`src/rtl/tree_path_encoder_if.sv`:
```
// Request, config and field-stream signals of the tree path encoder.
// The master side drives requests and config; the slave side is the encoder.
interface tree_path_encoder_if #(
    parameter int NODE_COUNT = 32,
    parameter int MAX_DEPTH  = 8,
    parameter int FIELD_ID_W = 5
);
    localparam int NODE_IDX_W = $clog2(NODE_COUNT);
    localparam int DEPTH_W    = $clog2(MAX_DEPTH + 1);

    logic                  cfg_we_i;
    logic [NODE_IDX_W-1:0] cfg_node_i;
    logic [NODE_IDX_W-1:0] cfg_parent_i;
    logic [FIELD_ID_W-1:0] cfg_field_id_i;
    logic                  req_valid_i;
    logic                  req_ready_o;
    logic [NODE_IDX_W-1:0] req_node_i;
    logic                  field_valid_o;
    logic                  field_ready_i;
    logic [FIELD_ID_W-1:0] field_id_o;
    logic [DEPTH_W-1:0]    field_depth_o;
    logic                  field_last_o;
    logic                  done_o;
    logic                  err_o;
    logic                  busy_o;

    modport master (
        output cfg_we_i, cfg_node_i, cfg_parent_i, cfg_field_id_i,
        output req_valid_i, req_node_i, field_ready_i,
        input  req_ready_o, field_valid_o, field_id_o, field_depth_o,
        input  field_last_o, done_o, err_o, busy_o
    );

    modport slave (
        input  cfg_we_i, cfg_node_i, cfg_parent_i, cfg_field_id_i,
        input  req_valid_i, req_node_i, field_ready_i,
        output req_ready_o, field_valid_o, field_id_o, field_depth_o,
        output field_last_o, done_o, err_o, busy_o
    );
endinterface

```
`src/rtl/tree_path_encoder.sv`:
```
// Walks the configured node tree from a target node up to the root, then
// streams the root-to-node field IDs one beat per handshake.
module tree_path_encoder #(
    parameter int NODE_COUNT = 32,
    parameter int MAX_DEPTH  = 8,
    parameter int FIELD_ID_W = 5
) (
    input logic                clk_i,
    input logic                reset_i,
    tree_path_encoder_if.slave bus
);
    localparam int NODE_IDX_W = $clog2(NODE_COUNT);
    localparam int DEPTH_W    = $clog2(MAX_DEPTH + 1);
    localparam int STK_W      = $clog2(MAX_DEPTH);
    localparam int TBL_SIZE   = 1 << NODE_IDX_W;

    typedef enum logic [2:0] {IDLE, CLIMB, EMIT, DONE, ERR} state_t;

    state_t                state, state_nxt;
    logic [NODE_IDX_W-1:0] cur, cur_nxt;
    logic [DEPTH_W-1:0]    count, count_nxt;
    logic [DEPTH_W-1:0]    total, total_nxt;
    logic                  push;
    logic [STK_W-1:0]      top_idx;
    logic [STK_W-1:0]      push_idx;

    // Table padded to a power of two so any index reads a defined (zero) entry
    logic [NODE_IDX_W-1:0] parent_tbl [TBL_SIZE];
    logic [FIELD_ID_W-1:0] field_tbl  [TBL_SIZE];
    logic [FIELD_ID_W-1:0] stack      [MAX_DEPTH];

    logic cfg_hit;
    assign cfg_hit = bus.cfg_we_i && (state == IDLE) && (bus.cfg_node_i != '0)
                     && (32'(bus.cfg_node_i) < NODE_COUNT);

    always_ff @(posedge clk_i or negedge reset_i) begin
        if (!reset_i) begin
            for (int i = 0; i < TBL_SIZE; i++) begin
                parent_tbl[i] <= '0;
                field_tbl[i]  <= '0;
            end
        end else if (cfg_hit) begin
            parent_tbl[bus.cfg_node_i] <= bus.cfg_parent_i;
            field_tbl[bus.cfg_node_i]  <= bus.cfg_field_id_i;
        end
    end

    assign push_idx = STK_W'(count);
    assign top_idx  = STK_W'(count - 1'b1);

    always_ff @(posedge clk_i) begin
        if (push) stack[push_idx] <= field_tbl[cur];
    end

    always_ff @(posedge clk_i or negedge reset_i) begin
        if (!reset_i) begin
            state <= IDLE;
            cur   <= '0;
            count <= '0;
            total <= '0;
        end else begin
            state <= state_nxt;
            cur   <= cur_nxt;
            count <= count_nxt;
            total <= total_nxt;
        end
    end

    assign bus.busy_o = (state != IDLE);

    always_comb begin
        state_nxt         = state;
        cur_nxt           = cur;
        count_nxt         = count;
        total_nxt         = total;
        push              = 1'b0;
        bus.req_ready_o   = 1'b0;
        bus.field_valid_o = 1'b0;
        bus.field_id_o    = '0;
        bus.field_depth_o = '0;
        bus.field_last_o  = 1'b0;
        bus.done_o        = 1'b0;
        bus.err_o         = 1'b0;
        case (state)
            IDLE: begin
                bus.req_ready_o = 1'b1;
                if (bus.req_valid_i) begin
                    cur_nxt   = bus.req_node_i;
                    count_nxt = '0;
                    total_nxt = '0;
                    state_nxt = (bus.req_node_i == '0) ? DONE : CLIMB;
                end
            end
            CLIMB: begin
                push      = 1'b1;
                count_nxt = count + 1'b1;
                cur_nxt   = parent_tbl[cur];
                // Reaching the root wins over the depth limit, so a full-depth path is legal
                if (parent_tbl[cur] == '0) begin
                    total_nxt = count + 1'b1;
                    state_nxt = EMIT;
                end else if (count + 1'b1 == DEPTH_W'(MAX_DEPTH)) begin
                    state_nxt = ERR;
                end
            end
            EMIT: begin
                bus.field_valid_o = 1'b1;
                bus.field_id_o    = stack[top_idx];
                bus.field_depth_o = total - count + 1'b1;
                bus.field_last_o  = (count == DEPTH_W'(1));
                if (bus.field_ready_i) begin
                    count_nxt = count - 1'b1;
                    if (count == DEPTH_W'(1)) state_nxt = DONE;
                end
            end
            DONE: begin
                bus.done_o = 1'b1;
                state_nxt  = IDLE;
            end
            ERR: begin
                bus.err_o = 1'b1;
                count_nxt = '0;
                state_nxt = IDLE;
            end
            default: state_nxt = IDLE;
        endcase
    end
endmodule

```
`src/flat_wrapper.sv`:
```
// flat-port wrapper written by rule: the top's interface ports become plain ports
module tree_path_encoder_flat 
#(
    parameter int NODE_COUNT = 32,
    parameter int MAX_DEPTH  = 8,
    parameter int FIELD_ID_W = 5
)
  (clk_i, reset_i, bus_cfg_we_i, bus_cfg_node_i, bus_cfg_parent_i, bus_cfg_field_id_i, bus_req_valid_i, bus_req_node_i, bus_field_ready_i, bus_req_ready_o, bus_field_valid_o, bus_field_id_o, bus_field_depth_o, bus_field_last_o, bus_done_o, bus_err_o, bus_busy_o);
  tree_path_encoder_if #(.NODE_COUNT(NODE_COUNT), .MAX_DEPTH(MAX_DEPTH), .FIELD_ID_W(FIELD_ID_W)) bus_i ();
  input logic clk_i;
  input logic reset_i;
  input wire logic [$bits(bus_i.cfg_we_i)-1:0] bus_cfg_we_i;
  input wire logic [$bits(bus_i.cfg_node_i)-1:0] bus_cfg_node_i;
  input wire logic [$bits(bus_i.cfg_parent_i)-1:0] bus_cfg_parent_i;
  input wire logic [$bits(bus_i.cfg_field_id_i)-1:0] bus_cfg_field_id_i;
  input wire logic [$bits(bus_i.req_valid_i)-1:0] bus_req_valid_i;
  input wire logic [$bits(bus_i.req_node_i)-1:0] bus_req_node_i;
  input wire logic [$bits(bus_i.field_ready_i)-1:0] bus_field_ready_i;
  output wire logic [$bits(bus_i.req_ready_o)-1:0] bus_req_ready_o;
  output wire logic [$bits(bus_i.field_valid_o)-1:0] bus_field_valid_o;
  output wire logic [$bits(bus_i.field_id_o)-1:0] bus_field_id_o;
  output wire logic [$bits(bus_i.field_depth_o)-1:0] bus_field_depth_o;
  output wire logic [$bits(bus_i.field_last_o)-1:0] bus_field_last_o;
  output wire logic [$bits(bus_i.done_o)-1:0] bus_done_o;
  output wire logic [$bits(bus_i.err_o)-1:0] bus_err_o;
  output wire logic [$bits(bus_i.busy_o)-1:0] bus_busy_o;
  assign bus_i.cfg_we_i = bus_cfg_we_i;
  assign bus_i.cfg_node_i = bus_cfg_node_i;
  assign bus_i.cfg_parent_i = bus_cfg_parent_i;
  assign bus_i.cfg_field_id_i = bus_cfg_field_id_i;
  assign bus_i.req_valid_i = bus_req_valid_i;
  assign bus_i.req_node_i = bus_req_node_i;
  assign bus_i.field_ready_i = bus_field_ready_i;
  assign bus_req_ready_o = bus_i.req_ready_o;
  assign bus_field_valid_o = bus_i.field_valid_o;
  assign bus_field_id_o = bus_i.field_id_o;
  assign bus_field_depth_o = bus_i.field_depth_o;
  assign bus_field_last_o = bus_i.field_last_o;
  assign bus_done_o = bus_i.done_o;
  assign bus_err_o = bus_i.err_o;
  assign bus_busy_o = bus_i.busy_o;
  tree_path_encoder #(.NODE_COUNT(NODE_COUNT), .MAX_DEPTH(MAX_DEPTH), .FIELD_ID_W(FIELD_ID_W)) u_core (.clk_i(clk_i), .reset_i(reset_i), .bus(bus_i));
endmodule
```
`config.mk`:
```
export PLATFORM = sky130hd
export DESIGN_NAME = tree_path_encoder_flat
export DESIGN_NICKNAME = d
export VERILOG_FILES = /design/src/rtl/tree_path_encoder_if.sv /design/src/rtl/tree_path_encoder.sv /design/src/flat_wrapper.sv
export SDC_FILE = /design/constraint.sdc
export NUM_CORES = 1
export LEC_CHECK = 0
export CAP_MARGIN = 20
export CORE_ASPECT_RATIO = 0.7
export CORE_MARGIN = 2
export CORE_UTILIZATION = 25
export DETAILED_ROUTE_END_ITERATION = 6
export PLACE_DENSITY = 0.39
export SLEW_MARGIN = 20
export SYNTH_ARGS = -nofsm -noshare
export SYNTH_HDL_FRONTEND = slang
export SYNTH_SLANG_ARGS = --single-unit
```
`constraint.sdc`:
```
create_clock -name clk_i -period 8 [get_ports clk_i]
set_clock_uncertainty 0.15 [all_clocks]
set_input_delay 1.2 -clock clk_i [delete_from_list [all_inputs] [get_ports clk_i]]
set_output_delay 1.2 -clock clk_i [all_outputs]
set_load 0.02 [all_outputs]
```
# After elaboration in Yosys (flattened, before gate mapping)
# Memory sizes are Yosys's and may differ from the RTL's.
# Cells that the tools add are included.
# classes
reduce_logical	14
n_eq_ne	11
addsub	4
bitwise	2
n_mux	34
magnitude_cmp	3
# ops
operator	count
$bwmux W160	2
$bmux W5 S5	2
$mux W5	7
$demux W5 S5	1
$mux W4	4
$pmux W4 S4	1
$mux W3	5
$ge A6 B6 Y1 const B	2
$not A5 Y6	2
$logic_not A5 Y1	2
$pmux W5 S2	1
$pmux W3 S3	1
$add A4 B1 Y4 const B	2
$mux W1	8
$pmux W4 S2	1
$eq A3 B2 Y1 const B	2
$lt A6 B1 Y1 const B	1
$reduce_and A3 Y1	2
$reduce_bool A5 Y1	1
$eq A4 B1 Y1 const B	1
$eq A4 B4 Y1 const B	1
$ne A2 B1 Y1 const B	2
$ne A2 B2 Y1 const B	2
$reduce_and A4 Y1	1
other kinds (12)	14
# word_totals
mem_bits_rw	40
memories	1
ff_bits	336
input_bits	25
output_inout_bits	15
# memory_table
memory	words	word_bits	read_ports	rd_clocked_by_memory_dff	write_ports	line	rtl
u_core.stack	8	5	1	0	1	tree_path_encoder.sv:30	logic [FIELD_ID_W-1:0] stack [MAX_DEPTH];

# Longest topological paths before layout
# logic_depth
ltp_word	7
depth_mapped	10
mapped_depth_nobuf	8

# Worst setup path before layout
# No wires, ideal clock.
# synth_timing
path_type	register -> output
start	register u_core.count[0]
end	output port bus_field_depth_o[3]
stages_incl_launch_ff	9
arrival_ns	2.471
path_slack_ns	4.179
path_cell_list	dfrtp_1 > buf_1 > inv_1 > ha_1 > ha_1 > fa_1 > xor2_1 > xnor2_1 > nor2_1
# synth_between
elab_chain_len	3
# synth_rtl
item	line	rtl
from (decl)	tree_path_encoder.sv:21	logic [DEPTH_W-1:0] count, count_nxt;
from (signal assigned)	tree_path_encoder.sv:64	count <= count_nxt;
$sub A4 B4 Y4	tree_path_encoder.sv:109	bus.field_depth_o = total - count + 1'b1;
$add A4 B1 Y4	tree_path_encoder.sv:109	
$mux W4	tree_path_encoder.sv:84	case (state)
to (decl)	flat_wrapper.sv:22	output wire logic [$bits(bus_i.field_depth_o)-1:0] bus_field_depth_o;
# Every way passes these cells.

# Worst setup path after layout
# layout_timing
start	register u_core.count[0]
end	output port bus_field_id_o[1]
# layout_between
elab_chain_len	3
# layout_rtl
item	line	rtl
$sub A4 B1 Y4	tree_path_encoder.sv:49	assign top_idx = STK_W'(count - 1'b1);
$mem_v2 Z8 W5	n/a	
$mux W5	tree_path_encoder.sv:84	
to (decl)	flat_wrapper.sv:21	output wire logic [$bits(bus_i.field_id_o)-1:0] bus_field_id_o;
# Every way passes these cells.

==> flow_metrics.env <==
export IMPL_reg2reg_from="u_core.cur[0]"
export IMPL_fin_nets=1195
export IMPL_drt_antenna_violating_nets=0
export IMPL_antenna_found_initial=0
export IMPL_rsz0062_at_grt="no"
export IMPL_worstPathRequired_ns=6.65
export IMPL_ys_seq_area_frac=0.556
export IMPL_finalNonFillerCells=2099
export IMPL_core_sq_um=68300
export IMPL_timing_final_max_slew_violations=0
export IMPL_via_per_inst=4.65
export IMPL_grt_pass1_wl_mm=72.8
export IMPL_gp_congestion=0.746
export IMPL_drc_errors=0
export IMPL_min_path_type="register to register"
export IMPL_grt_util_met3=0.0211
export IMPL_final_core_util=0.295
export IMPL_start_util=0.253
export IMPL_synth_edff_count=40
export IMPL_die_y_microns=224
export IMPL_drtIter0Drc=565
export IMPL_fin_ws_ns=3.40
export IMPL_dieArea_sq_um=71300
export IMPL_pwr_share_comb=0.314
export IMPL_ir_worst_vdd_mv=0.138
export IMPL_yosysWarningCount=0
export IMPL_drt_pass1_iterations=5
export IMPL_clock_power_share=0.291
export IMPL_cts_tree="built"
export IMPL_crit_fanout=23
export IMPL_synth_avg_cell_area_sq_um=15.2
export IMPL_ys_ff_latch=376
export IMPL_r2r_slack_ns=4.06
export IMPL_hpwl_mm=31.1
export IMPL_die_w_microns=318
export IMPL_netlist_area_leader_share=0.486
export IMPL_clk_path_buf_depth=3
export IMPL_cts_buffers=43
export IMPL_synthToLayoutAreaGrowth_pct=16.3
export IMPL_async_flop_share=0.894
export IMPL_start_kind="register"
export IMPL_hold_violations=0
export IMPL_layout_common_cells="dfrtp_1, mux2_2, mux4_2"
export IMPL_p_per_area_nw_per_um2=357
export IMPL_layout_drive_gt1_share=0.430
export IMPL_use_met1=0.211
export IMPL_outcome="completed"
export IMPL_netlist_area_sq_um=17300
export IMPL_fp_row_count=80
export IMPL_path_class="register to output port"
export IMPL_wl_mm=48.8
export IMPL_ys_flop_type="dfrtp_1"
export IMPL_cts_hold_buf=0
export IMPL_grt_pass1_vias=10300
export IMPL_clock_latency_ns=0.57
export IMPL_grt_busiest_layer="met1"
export IMPL_period_share=0.575
export IMPL_post_cts_buffers=0
export IMPL_switchingPower_mw=2.32
export IMPL_min_path_cells=0
export IMPL_intPower_mw=4.85
export IMPL_ctsResizeCount=0
export IMPL_pin_count=40
export IMPL_worst_pin_slew_ns=1.02
export IMPL_min_from="u_core.parent_tbl[159]"
export IMPL_io_buffers=39
export IMPL_cellLeakagePower_nw=8.97
export IMPL_max_cap_violations=0
export IMPL_finalPower_mw=7.17
export IMPL_final_common_cell="dfrtp_1"
export IMPL_syn_num_nets=1171
export IMPL_grt_start_max_net_pins=135
export IMPL_arrival_ns=3.25
export IMPL_synth_area_leaders="dfrtp_1, mux2_2, mux4_2"
export IMPL_dp_slack_ns=3.96
export IMPL_yosysTopAreaCell="dfrtp_1"
export IMPL_pwr_share_seq=0.395
export IMPL_holdPathEnd="u_core.parent_tbl[159]"
export IMPL_final_setup_viol_count=0
export IMPL_fin_tns_setup_ns=0
export IMPL_rr_worst_depth=8
export IMPL_netlist_instances=1138
export IMPL_dpl_cell_count=2019
export IMPL_sw_frac_of_total=0.323
export IMPL_slew_headroom=0.313
export IMPL_worst_r2r_endpoint="u_core.total[2]"
export IMPL_max_freq_mhz=217
export IMPL_synth_distinct_cells=57
export IMPL_cts_sinks=376
export IMPL_cts_root_buf="clkbuf_16"
export IMPL_path_clk_slew_ns=0.06
export IMPL_routed_via_count=9753
export IMPL_grt_ovfl_total=0
export IMPL_post_drt_wl_per_cell_microns=23.2
export IMPL_grt_usage=0.139
export IMPL_critPathCaptureType="output port"
export IMPL_grtUsageMet2=0.205
export IMPL_n_antenna_cell=0
export IMPL_period_minus_slack_ns=4.60
export IMPL_fill_cells=6894
export IMPL_h_tree_depth=2
registers in the layout (all words and copies together), names as in the netlist:
name / cells
u_core.parent_tbl: 160
u_core.stack: 40
u_core.state: 3
u_core.total: 4
u_core.field_tbl: 160
u_core.cur: 5
u_core.count: 4
power by group through the flow:
stage	clock (mW)	sequential (mW)	combinational (mW)
finish	2.09	2.83	2.25
global route	2.25	2.91	2.44
CTS	2.18	2.84	2.29
detailed placement	0	2.87	2.29
global placement	0	2.87	2.27
floorplan	0	2.66	1.74
logic make-up (layout without fill, tap and decap cells):
kind of cell	count (synthesis)	count (layout)	synth area share
AO/OA/AOI/OAI	64	64	0.0253
adder cells (fa/ha/maj)	8	8	0.00622
buffers and inverters	93	152	0.0239
multiplexers	439	439	0.341
AND/OR/NAND/NOR	151	151	0.0444
XOR/XNOR	7	7	0.00355
flip-flops	376	376	0.556
cells in the mapped netlist (2+ instances only):
master,number
dfrtp_1,336
nor4_4,2
o22ai_2,2
a22oi_1,4
buf_6,4
a31oi_1,8
o21ai_0,9
nor3b_1,4
o2111ai_1,2
nor4_1,4
clkbuf_1,56
buf_1,5
o22ai_1,7
mux4_2,76
ha_1,7
a211oi_1,3
and3b_1,2
nand2b_1,5
mux4_1,9
nor2b_1,7
and2_1,3
mux2_2,323
buf_4,6
a31o_2,2
a21oi_1,12
o211ai_1,6
xor2_1,4
xnor2_1,3
and3_1,6
nand3b_1,2
nand2_1,56
buf_2,9
inv_1,13
nor3_1,8
o221ai_1,2
nand3_1,4
nor2_1,32
edfxtp_1,40
mux2i_1,31
nand2_2,7
through the flow:
step | hold slack (ns) | area [sq um]
floorplan | 0.272 | 17300
global placement | 0.210 | 18600
detailed placement | 0.210 | 18600
CTS | 0.224 | 20100
global route | 0.235 | 20100
finish | 0.218 | 20100
layer usage:
metal / wire length, microns / vias up
li1: - / 4311
met5: 0 / -
met1: 25200 / 5273
met3: 1510 / 57
met4: 946 / 0
met2: 21100 / 112
critical path, cell delays in order (launching register included):
cell and delay, ns:
dfrtp_1 0.32, buf_4 0.32, inv_1 0.21, ha_1 0.67, mux4_2 0.39, mux2i_1 0.17
nor2_1 0.06, clkdlybuf4s50_1 0.55
layout make-up:
type                    count  area, sq um  share of cell area
clock inverters            23          278              0.0138
flip-flops and latches    376         9620               0.478
clock buffers              57         1210              0.0601
well taps                 902         1130              0.0561
multi-input cells         669         7270               0.362
repair buffers             59          557              0.0277
inverters                  13         48.8             0.00243
worst max-delay path by stage:
| stage | start | end | slack, ns | depth (start not counted) |
|---|---|---|---|---|
| global route | u_core.count[0] | bus_field_id_o[1] | 3.17 | 7 |
| detailed placement | u_core.count[0] | bus_field_id_o[1] | 3.96 | 7 |
| floorplan | u_core.count[0] | bus_field_depth_o[3] | 4.18 | 8 |
| global placement | u_core.count[0] | bus_field_id_o[2] | 4.01 | 7 |
| CTS | u_core.count[0] | bus_field_id_o[1] | 3.33 | 7 |
| finish | u_core.count[0] | bus_field_id_o[1] | 3.40 | 7 |
No activity file was read; power rests on OpenSTA's default activity.
